## src/rtl/lv_pwm_intb_decode.sv

```systemverilog
// lv_pwm_intb_decode: compares the HV PWM-return wave against the delayed gate wave,
// decodes INTB0/INTB1 slot frames, flags malformed frames and a missing periodic refresh.
module lv_pwm_intb_decode #(
  parameter int SYNC_STG = 2,
  parameter int LOOP_DLY = 3,
  parameter int EXT_CYC  = 8,
  parameter int TOL      = 1,
  parameter int WDG_TO_W = 16
) (
  input  logic                i_clk,
  input  logic                i_rst_n,
  input  logic                i_pwm_gwave,
  input  logic                i_pwm_intb_n,
  input  logic                i_wdg_en,
  input  logic [WDG_TO_W-1:0] i_wdg_to_cyc,
  output logic                o_intb_n,
  output logic                o_intb_vld,
  output logic                o_frame_err,
  output logic                o_wdg_tmo
);
  localparam int CW = $clog2(EXT_CYC + TOL + 2);
  localparam logic [CW-1:0] C_LO  = CW'(EXT_CYC - TOL);
  localparam logic [CW-1:0] C_HI  = CW'(EXT_CYC + TOL);
  localparam logic [CW-1:0] C_SAT = CW'(EXT_CYC + TOL + 1);
  localparam logic [CW-1:0] C_RUN = CW'(EXT_CYC - 1);
  localparam logic [CW-1:0] C_ONE = CW'(1);
  typedef enum logic [2:0] {IDLE, SEG0, SEG1, SEG2, RECOV} state_t;
  state_t              r_state, w_state_nx;
  logic [SYNC_STG-1:0] r_sync;
  logic [LOOP_DLY-1:0] r_dly;
  logic [CW-1:0]       r_cnt, w_cnt_nx, w_inc;
  logic                r_lvl, w_lvl_nx;
  logic                w_rx, w_exp, w_mis, w_in_win, w_over;
  logic                w_dec0, w_dec1, w_err, w_wdg_on;
  logic [WDG_TO_W-1:0] r_wdg;
  assign w_rx     = r_sync[SYNC_STG-1];
  assign w_exp    = r_dly[LOOP_DLY-1];
  assign w_mis    = w_rx ^ w_exp;
  assign w_in_win = (r_cnt >= C_LO) && (r_cnt <= C_HI);
  assign w_over   = r_cnt > C_HI;
  assign w_inc    = (r_cnt == C_SAT) ? r_cnt : r_cnt + C_ONE;
  assign w_wdg_on = i_wdg_en && (i_wdg_to_cyc != '0);
  always_comb begin
    w_state_nx = r_state;
    w_cnt_nx   = r_cnt;
    w_lvl_nx   = r_lvl;
    w_dec0     = 1'b0;
    w_dec1     = 1'b0;
    w_err      = 1'b0;
    case (r_state)
      IDLE: if (w_mis) begin
        w_lvl_nx   = w_exp;
        w_cnt_nx   = C_ONE;
        w_state_nx = SEG0;
      end
      SEG0: if (w_over) begin
        w_err      = 1'b1;
        w_cnt_nx   = '0;
        w_state_nx = RECOV;
      end else if (w_mis) w_cnt_nx = w_inc;
      else if (!w_in_win) w_state_nx = IDLE;
      else begin
        w_cnt_nx   = C_ONE;
        w_state_nx = SEG1;
      end
      // Locked and trailing slots track the latched level only; exp may toggle here.
      SEG1: if (w_rx == r_lvl) begin
        if (r_cnt == C_HI) begin
          w_dec0     = 1'b1;
          w_state_nx = IDLE;
        end else w_cnt_nx = w_inc;
      end else if (w_in_win) begin
        w_cnt_nx   = C_ONE;
        w_state_nx = SEG2;
      end else begin
        w_err      = 1'b1;
        w_cnt_nx   = '0;
        w_state_nx = RECOV;
      end
      SEG2: if (w_over) begin
        w_err      = 1'b1;
        w_cnt_nx   = '0;
        w_state_nx = RECOV;
      end else if (w_rx != r_lvl) w_cnt_nx = w_inc;
      else if (w_in_win) begin
        w_dec1     = 1'b1;
        w_state_nx = IDLE;
      end else begin
        w_err      = 1'b1;
        w_cnt_nx   = '0;
        w_state_nx = RECOV;
      end
      RECOV: if (w_mis) w_cnt_nx = '0;
      else if (r_cnt == C_RUN) w_state_nx = IDLE;
      else w_cnt_nx = w_inc;
      default: w_state_nx = IDLE;
    endcase
  end
  always_ff @(posedge i_clk or negedge i_rst_n) begin
    if (!i_rst_n) begin
      r_sync      <= '0;
      r_dly       <= '0;
      r_state     <= IDLE;
      r_cnt       <= '0;
      r_lvl       <= 1'b0;
      o_intb_n    <= 1'b1;
      o_intb_vld  <= 1'b0;
      o_frame_err <= 1'b0;
      r_wdg       <= '0;
      o_wdg_tmo   <= 1'b0;
    end else begin
      r_sync      <= {r_sync[SYNC_STG-2:0], i_pwm_intb_n};
      r_dly       <= {r_dly[LOOP_DLY-2:0], i_pwm_gwave};
      r_state     <= w_state_nx;
      r_cnt       <= w_cnt_nx;
      r_lvl       <= w_lvl_nx;
      o_intb_n    <= w_dec0 ? 1'b0 : w_dec1 ? 1'b1 : o_intb_n;
      o_intb_vld  <= w_dec0 | w_dec1;
      o_frame_err <= w_err;
      r_wdg       <= (!w_wdg_on || o_intb_vld) ? '0 : o_wdg_tmo ? r_wdg : r_wdg + WDG_TO_W'(1);
      o_wdg_tmo   <= (!i_wdg_en || o_intb_vld) ? 1'b0 :
                     (w_wdg_on && !o_wdg_tmo && r_wdg == i_wdg_to_cyc - WDG_TO_W'(1)) ? 1'b1 : o_wdg_tmo;
    end
  end
endmodule

```

## config.mk

```make
export PLATFORM = sky130hd
export DESIGN_NAME = lv_pwm_intb_decode
export DESIGN_NICKNAME = d
export VERILOG_FILES = /design/src/rtl/lv_pwm_intb_decode.sv
export SDC_FILE = /design/constraint.sdc
export NUM_CORES = 1
export LEC_CHECK = 0
export CORE_ASPECT_RATIO = 1.1
export CORE_MARGIN = 2
export CORE_UTILIZATION = 45
export DETAILED_ROUTE_END_ITERATION = 6
export PLACE_DENSITY_LB_ADDON = 0.1
export REMOVE_ABC_BUFFERS = 1
export SYNTH_ARGS = -nofsm -noshare
export SYNTH_HDL_FRONTEND = slang
export SYNTH_SLANG_ARGS = --single-unit
export TNS_END_PERCENT = 5
```

## constraint.sdc

```tcl
create_clock -name i_clk -period 2 [get_ports i_clk]
set_input_delay 0.2 -clock i_clk [delete_from_list [all_inputs] [get_ports i_clk]]
set_output_delay 0.2 -clock i_clk [all_outputs]
set_load 0.02 [all_outputs]
```

==> impl_metrics.tcl, run 1 <==
set metrics [dict create \
    status "complete, but fails checks" \
    failed_checks "negative setup slack" \
    antenna_left 0 \
    relSlewSlack 0.716 \
    vias_per_cell 5.41 \
    cts_hold_buf 0 \
    initial_utilization 0.467 \
    grt_pass1_wl_um 9350 \
    ir_drop_mv 0.609 \
    finalSetupViolCount 3 \
    wl_um 5460 \
    synth.ff_latch_count 33 \
    grt_overflow 0 \
    worst_slew_pin_slew_ns 0.426 \
    timing.final.crit_share 1.04 \
    synthFlopType "dfrtp_1" \
    nNetsFinal 369 \
    netlist_instances 268 \
    grt_usage 0.205 \
    critPathKind "flop to flop" \
    fin_cells 400 \
    layout-drive-gt1-share 0.234 \
    setup_ws_ns -0.0884 \
    drtPass1Iterations 4 \
    post-route-drc-count 0 \
    min_period_ns 2.09 \
    portBuffers 24 \
    crit_path_max_fanout 6 \
    synth_edf_count 0 \
    grt_pass1_vias 2183 \
    finalPower_mw 2.39 \
    synth_warnings 0 \
    clockBufferDepth 2 \
    dp_cells 391 \
    synth.avg_cell_area_sq_um 8.71 \
    die_area_sq_um 5780 \
    critPathLaunchType "flop" \
    dp_slack_ns -0.336 \
    hold_violations 0 \
    cp.required_ns 2.18 \
    area_growth_pct 35.6 \
    skew_ns 0.00992 \
    yosysUniqueCellTypes 55 \
    worstSkewPairLatency_ns 0.29 \
    num_vias 2163 \
    hpwl_um 4220 \
    antenna_found_initial 0 \
    ios 25 \
    grt_setup_unrepaired "yes" \
    maxSlewViolCount 0 \
    cts_max_level 2 \
    cap_viol_max_count 0 \
    cts.clk_slew.worst_paths_ns 0.07 \
    hold_class "primary input to asynchronous set/reset pin" \
    design.core.area_sq_um 5000 \
    chipWidth_um 72.7 \
    num_rows 27 \
    tritoncts "yes" \
    gp_congestion 0.863 \
    power_density_nw_per_um2 755 \
    drt_iter0_drc 88 \
    root_buffer "clkbuf_8" \
    nFillCells 446 \
    cts_num_sinks 33 \
    wl_per_cell_um 13.7 \
    async_reset_ff_frac 1.00 \
    fmaxAchievable_mhz 479 \
    grt_max_degree 34 \
    die_y_um 79.5 \
    syn-cell-area_sq_um 2330 \
    crit_arrival_ns 2.27 \
    cts_buffers 5 \
    power_leakage_nw 1.37 \
    worstSetupEndpointType "flop" \
    n_antenna_cell 0 \
    ys_seq_area_frac 0.354 \
]
[worst max-delay path, stage by stage, from the launching register on]
cell and delay, ns:
dfrtp_1 0.42, ha_2 0.19, and3b_2 0.22, o21a_1 0.17, o311a_1 0.28, a221o_1 0.34, o21bai_1 0.19, a21o_1 0.17
[metrics by stage]
step / util / hold WS (ns) / TNS, ns / area [sq um]
2_1_floorplan: - / -0.0956 / -0.121 / 2290
3_3_place_gp: 0.599 / 0.334 / -2.98 / 2990
3_5_place_dp: 0.599 / 0.338 / -2.42 / 2990
4_1_cts: 0.631 / 0.328 / -0.238 / 3150
5_1_grt: 0.633 / 0.344 / -0.695 / 3170
6_report: 0.633 / 0.316 / -0.230 / 3170
[cell usage after synthesis, types with 3 or more instances]
cell | n | area [sq um]
nand2_1 | 20 | 75.1
nor4_1 | 3 | 18.8
nand2b_1 | 4 | 25.0
o21a_1 | 3 | 22.5
nand3_1 | 8 | 40.0
nor3_1 | 11 | 55.1
mux2i_1 | 3 | 30.0
and3_1 | 5 | 31.3
nor2_1 | 30 | 113
xnor2_1 | 19 | 166
clkbuf_1 | 9 | 33.8
o21ai_0 | 16 | 80.1
nand4_1 | 6 | 37.5
xor2_1 | 19 | 166
o31ai_1 | 4 | 30.0
nor2b_1 | 4 | 25.0
or4_1 | 3 | 22.5
ha_1 | 7 | 87.6
a21oi_1 | 10 | 50.1
inv_1 | 11 | 41.3
dfrtp_1 | 32 | 801
[routing by layer]
metal | up-vias | GRT usage | wire length [um]
li1 | 1097 | - | -
met1 | 1015 | 0.239 | 2410
met2 | 39 | 0.367 | 2770
met3 | 12 | 0.0366 | 178
met4 | 0 | 0.0833 | 103
met5 | - | 0 | 0
[power breakdown]
group	internal (mW)	total, mW	switching, mW
clock	0.495	0.746	0.251
combinational	0.428	0.821	0.392
sequential	0.737	0.823	0.0861
[cell usage in the layout, fill, tap and decap left out, drive strengths merged, types with 8 or more instances in the layout]
cell / Yosys / final
xnor2: 19 / 19
nand3: 8 / 8
o21ai: 16 / 16
xor2: 19 / 19
clkdlybuf4s50: 0 / 24
buf: 2 / 53
nor2: 30 / 30
a21oi: 10 / 10
nor3: 12 / 12
dfrtp: 32 / 32
nand2: 20 / 20
inv: 11 / 11
[area by class of cell]
cell class              count  area, sq um  share of cell area
clock buffers               5         68.8              0.0217
clock inverters             3         65.1              0.0206
inverters                  11         41.3              0.0130
multi-input cells         213         1450               0.459
flip-flops and latches     33          827               0.261
well taps                  58         72.6              0.0229
repair buffers             77          638               0.202
[sequential cells by signal, summed over array words and instances (netlist names)]
register	flops
o_frame_err	1
o_intb_n	1
o_intb_vld	1
o_wdg_tmo	1
r_cnt	4
r_dly	3
r_lvl	1
r_state	3
r_sync	2
r_wdg	16
[path summary, 6_finish.rpt]
path	start	endpoint	slack, ns	cells after the start
setup / recovery	r_cnt[0]	r_cnt[2]	-0.09	7
hold / removal	i_rst_n	r_wdg[0]	0.32	2
setup reg to reg	r_cnt[0]	r_cnt[2]	-0.09	7
hold reg to reg	r_sync[0]	r_sync[1]	0.36	0
max in group asynchronous	i_rst_n	o_intb_n	1.35	2
min in group i_clk	i_pwm_intb_n	r_sync[0]	0.35	1
[repair_timing]
item	4_1_cts	5_1_grt
gates resized for setup	8	3
buffers inserted	1	0
endpoints found under the setup margin	5	5
endpoints found under the hold margin	0	0
pin swaps	4	1
[cells by family (layout without fill, tap and decap cells)]
| kind of cell | after synthesis | in the layout | synth area share |
|---|---|---|---|
| AO/OA/AOI/OAI | 57 | 57 | 0.170 |
| AND/OR/NAND/NOR | 107 | 107 | 0.242 |
| buffers and inverters | 22 | 96 | 0.0364 |
| adder cells (fa/ha/maj) | 7 | 7 | 0.0375 |
| multiplexers | 4 | 4 | 0.0177 |
| flip-flops | 33 | 33 | 0.354 |
| XOR/XNOR | 38 | 38 | 0.143 |
Note: power is estimated with default switching activity, not from simulation.
==> run 2, diff against run 1 <==
--- a/config.mk
+++ b/config.mk
@@ -9,6 +9,7 @@
 export CORE_MARGIN = 2
 export CORE_UTILIZATION = 45
 export DETAILED_ROUTE_END_ITERATION = 6
+export GPL_TIMING_DRIVEN = 0
 export PLACE_DENSITY_LB_ADDON = 0.1
 export REMOVE_ABC_BUFFERS = 1
 export SYNTH_ARGS = -nofsm -noshare
==> constraint.sdc (replaced) <==
create_clock -name i_clk -period 2 [get_ports i_clk]
set_input_delay 0.3 -clock i_clk [delete_from_list [all_inputs] [get_ports i_clk]]
set_output_delay 0.3 -clock i_clk [all_outputs]
set_load 0.02 [all_outputs]
==> run 2 against run 1 <==
Net effect: the run still ends with negative setup slack left; die area stayed put; combinational power down 19%; wire length shrank 5.1%; flip-flop and latch count unchanged; largest cell class unchanged; largest power group unchanged.
==> impl_metrics.tcl, run 2 (synthesis gave the netlist of run 1 again) <==
set metrics [dict create \
    dp_cells 340 \
    hpwl_um 3780 \
    clockBufferDepth 2 \
    nNetsFinal 324 \
    failed_checks "negative setup slack" \
    most-common-layout-cells "nor2_1 (30), dfrtp_1 (30), xnor2_1 (19), nand2_1 (19), xor2_1 (19)" \
    cap_viol_max_count 0 \
    relSlewSlack 0.516 \
    tritoncts "yes" \
    hold_violations 0 \
    initial_utilization 0.467 \
    timing.final.crit_share 1.06 \
    largest_register "r_wdg" \
    top_regs "r_wdg: 16 flops, r_cnt: 4 flops" \
    drtPass1Iterations 4 \
    crit_slowest_cell "dfrtp_2" \
    fin_cells 354 \
    worst_slew_pin_slew_ns 0.726 \
    power_leakage_nw 1.19 \
    path_buf_inv 0 \
    worstSetupEndpointType "flop" \
    setup_tns_ns -0.392 \
    gp_congestion 0.866 \
    finalSetupViolCount 5 \
    num_vias 2081 \
    grt_pass1_vias 1868 \
    seq_area_sq_um 830 \
    cts_buffers 5 \
    cts.clk_slew.worst_paths_ns 0.06 \
    grt_overflow 0 \
    status "complete, but fails checks" \
    finalPower_mw 2.01 \
    layout-drive-gt1-share 0.145 \
    critPathTopFamily "compound AO/OA/AOI/OAI gates" \
    setup_ws_ns -0.123 \
    skew_ns 0.00797 \
    maxSlewViolCount 0 \
    hold_class "primary input to asynchronous set/reset pin" \
    r2r_setup_slack_ns -0.12 \
    num_rows 27 \
    portBuffers 24 \
    critPathKind "flop to flop" \
    die_y_um 79.5 \
    cts_hold_buf 0 \
    die_area_sq_um 5780 \
    ir_drop_mv 0.607 \
    min_period_ns 2.12 \
    grt_usage 0.189 \
    design_area_sq_um 2850 \
    cp_slowest_stage_delay_ns 0.45 \
    worstSkewPairLatency_ns 0.28 \
    ff2ff_path_depth 7 \
    fmaxAchievable_mhz 471 \
    placed_area_sq_um 2620 \
    dp_slack_ns -0.769 \
    critPathLaunchType "flop" \
    power_density_nw_per_um2 705 \
    r2r-end "r_cnt[2]" \
    wl_um 5180 \
    grt_setup_unrepaired "yes" \
    n_antenna_cell 0 \
    cts_num_sinks 33 \
    area_growth_pct 22.2 \
    antenna_found_initial 0 \
    multi_input_area_sq_um 1520 \
    drt_iter0_drc 90 \
    antenna_left 0 \
    crit_path_max_fanout 7 \
    grt_max_degree 34 \
    wl_per_cell_um 14.6 \
    largest_reg_flops 16 \
    ios 25 \
    post-route-drc-count 0 \
    path_cells "ha_4 -> and3b_2 -> o21a_1 -> o311a_1 -> a221o_2 -> o21bai_1 -> a21o_1" \
    cp.required_ns 2.17 \
    crit_arrival_ns 2.29 \
    nFillCells 471 \
    cts_max_level 2 \
    chipWidth_um 72.7 \
    cp.depth 7 \
    grt_pass1_wl_um 8560 \
    design.core.area_sq_um 5000 \
    root_buffer "clkbuf_8" \
    reg2reg_from "r_cnt[1]" \
    vias_per_cell 5.88 \
]
==> run 2: cell types whose count changed in the layout (fill, tap and decap cells not counted), moves of 2 or more <==
cell / previous run / this run
buf_4: 53 / 7
clkdlybuf4s50_1: 24 / 14
dlygate4sd2_1: 0 / 5
dlymetal6s2s_1: 0 / 4
bufinv_16: 2 / 0
dfrtp_1: 32 / 30
dfrtp_2: 0 / 2
ha_4: 0 / 2
==> run 2: worst max path at each step <==
stage / slack (ns) / start / endpoint
final: -0.12 / r_cnt[1] / r_cnt[2]
after global routing: -0.22 / r_cnt[1] / r_cnt[0]
after CTS: -0.15 / r_cnt[0] / r_cnt[2]
after detailed placement: -0.77 / i_wdg_to_cyc[2] / o_wdg_tmo
after global placement: -1.34 / i_wdg_to_cyc[8] / o_wdg_tmo
after floorplan: -0.06 / r_cnt[0] / r_cnt[2]
==> run 2: area by class of cell <==
| cell class | count | area share |
|---|---|---|
| multi-input cells | 213 | 0.533 |
| flip-flops and latches | 33 | 0.291 |
| repair buffers | 32 | 0.106 |
| clock buffers | 7 | 0.0302 |
| well taps | 58 | 0.0254 |
| inverters | 11 | 0.0145 |
==> run 2: what timing repair did <==
action | in CTS | in global routing
pin swaps | 9 | 6
buffers inserted | 7 | 0
gates resized for setup | 17 | 16
setup endpoints to repair | 19 | 15
hold endpoints to repair | 0 | 0
==> run 2: where the power goes <==
| group | internal (mW) | total (mW) | switching [mW] |
|---|---|---|---|
| combinational | 0.311 | 0.663 | 0.352 |
| sequential | 0.740 | 0.852 | 0.112 |
| clock | 0.273 | 0.496 | 0.224 |
| total | 1.32 | 2.01 | 0.688 |
==> run 2: through the flow <==
stage	utilization	hold WS (ns)
finish	0.571	0.0691
floorplan	-	0.00441
global placement	0.521	0.333
detailed placement	0.524	0.340
global route	0.571	0.134
CTS	0.558	0.106
==> run 2: per-layer routing <==
metal / track usage / vias to the layer above / share of wire
li1: - / 1012 / -
met1: 0.221 / 992 / 0.43
met2: 0.324 / 60 / 0.49
met3: 0.0404 / 17 / 0.045
met4: 0.0963 / 0 / 0.039
met5: 0 / - / 0
==> run 3, diff against run 2 <==
--- a/config.mk
+++ b/config.mk
@@ -12,6 +12,7 @@
 export GPL_TIMING_DRIVEN = 0
 export PLACE_DENSITY_LB_ADDON = 0.1
 export REMOVE_ABC_BUFFERS = 1
+export SLEW_MARGIN = 15
 export SYNTH_ARGS = -nofsm -noshare
 export SYNTH_HDL_FRONTEND = slang
 export SYNTH_SLANG_ARGS = --single-unit
==> constraint.sdc (replaced) <==
create_clock -name i_clk -period 2.65 [get_ports i_clk]
set_input_delay 0.3975 -clock i_clk [delete_from_list [all_inputs] [get_ports i_clk]]
set_output_delay 0.3975 -clock i_clk [all_outputs]
set_load 0.02 [all_outputs]
==> run 3 against run 2 <==
Net effect: the flow now finishes without violations; sequential share of layout area is 1.2 points higher; critical endpoint is now o_wdg_tmo; sequential power down 25%; wire length decreased by 1.6%.
==> impl_metrics.tcl, run 3 (synthesis gave the netlist of run 1 again) <==
set metrics [dict create \
    status "finished, final reports clean" \
    grt_pass1_vias 1807 \
    n_antenna_cell 0 \
    layout-drive-gt1-share 0.0722 \
    mostFrequentLayoutCell "dfrtp_1" \
    cts_buffers 5 \
    num_rows 27 \
    grt_max_degree 34 \
    die_y_um 79.5 \
    path_cells "clkdlybuf4s50_1 -> nor3_4 -> buf_4 -> and3_1 -> xnor2_1 -> a21oi_1 -> or4_1 -> o31ai_1" \
    root_buffer "clkbuf_8" \
    die_area_sq_um 5780 \
    skew_ns 0.00832 \
    cts_hold_buf 0 \
    grt_overflow 0 \
    relSlewSlack 0.514 \
    design.core.area_sq_um 5000 \
    gp_congestion 0.866 \
    hpwl_um 3780 \
    placed_area_sq_um 2620 \
    grt_pass1_wl_um 8350 \
    crit_path_max_fanout 6 \
    finalSetupViolCount 0 \
    power_frac_seq 0.438 \
    ir_drop_mv 0.459 \
    power_density_nw_per_um2 532 \
    portBuffers 24 \
    p_comb_frac 0.303 \
    power_leakage_nw 1.11 \
    cap_viol_max_count 0 \
    dp_cells 340 \
    grt_usage 0.186 \
    grt_setup_unrepaired "no" \
    top_regs "r_wdg: 16 flops, r_cnt: 4 flops" \
    ios 25 \
    cts_num_sinks 33 \
    drtPass1Iterations 5 \
    num_vias 2027 \
    clkPwrFrac 0.259 \
    setup_tns_ns 0 \
    antenna_left 0 \
    clockBufferDepth 2 \
    post-route-drc-count 0 \
    most-common-layout-cells "dfrtp_1 (32), nor2_1 (30), clkdlybuf4s50_1 (23), nand2_1 (20)" \
    fin_cells 349 \
    cp.required_ns 2.83 \
    nNetsFinal 319 \
    critPathKind "primary input to flop" \
    worstSetupEndpointType "flop" \
    initial_utilization 0.467 \
    crit_slowest_cell "clkdlybuf4s50_1" \
    nFillCells 489 \
    p_switching_uw 493 \
    fmaxAchievable_mhz 409 \
    maxSlewViolCount 0 \
    chipWidth_um 72.7 \
    drt_iter0_drc 101 \
    antenna_found_initial 0 \
    cts.clk_slew.worst_paths_ns 0.07 \
    wl_per_cell_um 14.6 \
    cts_max_level 2 \
    cp_slowest_stage_delay_ns 0.51 \
    intPower_uw 959 \
    min_period_ns 2.45 \
    largest_register "r_wdg" \
    worst_slew_pin_slew_ns 0.729 \
    r2r_setup_slack_ns 0.37 \
    crit_arrival_ns 2.63 \
    wl_um 5100 \
    area_growth_pct 16.9 \
    fin_util 0.546 \
    p_sw_frac 0.339 \
    vias_per_cell 5.81 \
    hold_violations 0 \
    design_area_sq_um 2730 \
    timing.final.crit_share 0.924 \
    largest_reg_flops 16 \
    worstSkewPairLatency_ns 0.28 \
    hold_class "primary input to asynchronous set/reset pin" \
    tritoncts "yes" \
    critPathLaunchType "primary input" \
]
==> run 3: cell types whose count changed in the layout (fill, tap and decap cells not counted), moves of 2 or more <==
cell and delta:
ha_4 -2, clkdlybuf4s50_1 +9, dfrtp_2 -2, dfrtp_1 +2, ha_1 +3, dlymetal6s2s_1 -4, dlygate4sd2_1 -5, buf_4 -5
==> run 3: final timing paths <==
kind	startpoint	endpoint	cells after the start
worst max-delay path	i_wdg_to_cyc[3]	o_wdg_tmo	8
worst min-delay path	i_rst_n	r_cnt[1]	1
worst max register to register	r_cnt[0]	r_cnt[3]	7
worst min register to register	r_dly[1]	r_dly[2]	0
max in group asynchronous	i_rst_n	r_state[2]	1
min in group i_clk	r_dly[1]	r_dly[2]	0
==> run 3: power groups by stage <==
stage | sequential [mW] | clock, mW | combinational (mW)
after global routing | 0.645 | 0.415 | 0.502
final | 0.635 | 0.376 | 0.440
after global placement | 0.643 | 0 | 0.435
after detailed placement | 0.645 | 0 | 0.438
after CTS | 0.635 | 0.393 | 0.441
after floorplan | 0.633 | 0 | 0.294
==> run 3: worst max-delay path: cells and delay by family <==
kind,cells,cell delay [ns]
XOR/XNOR,1,0.14
AO/OA/AOI/OAI,2,0.36
AND/OR/NAND/NOR,3,1.04
buffers and inverters,2,0.68
==> run 3: per-layer routing <==
| metal | global-route usage | vias up | part of all wire |
|---|---|---|---|
| met1 | 0.222 | 955 | 0.44 |
| met4 | 0.0870 | 0 | 0.030 |
| met3 | 0.0391 | 12 | 0.040 |
| li1 | - | 1007 | - |
| met5 | 0 | - | 0 |
| met2 | 0.315 | 53 | 0.49 |
==> run 3: metrics by stage <==
| stage | hold slack, ns | worst slack (ns) | power, mW |
|---|---|---|---|
| floorplan | 0.102 | 0.509 | 0.926 |
| global placement | 0.333 | -0.790 | 1.08 |
| detailed placement | 0.340 | -0.216 | 1.08 |
| CTS | 0.204 | 0.0447 | 1.47 |
| global route | 0.231 | 0.0212 | 1.56 |
| finish | 0.164 | 0.203 | 1.45 |
==> run 3: area by class of cell <==
type | count | area [sq um] | share of cell area
clock buffer | 7 | 86.3 | 0.0316
multi-input combinational | 213 | 1440 | 0.528
timing repair buffer | 27 | 262 | 0.0958
sequential | 33 | 827 | 0.303
inverter | 11 | 41.3 | 0.0151
tap | 58 | 72.6 | 0.0266
==> run 3: what timing repair did <==
item / 4_1_cts / 5_1_grt
endpoints found under the hold margin: 0 / 0
gates resized for setup: 0 / 2
endpoints found under the setup margin: 0 / 1
buffers inserted: 0 / 2
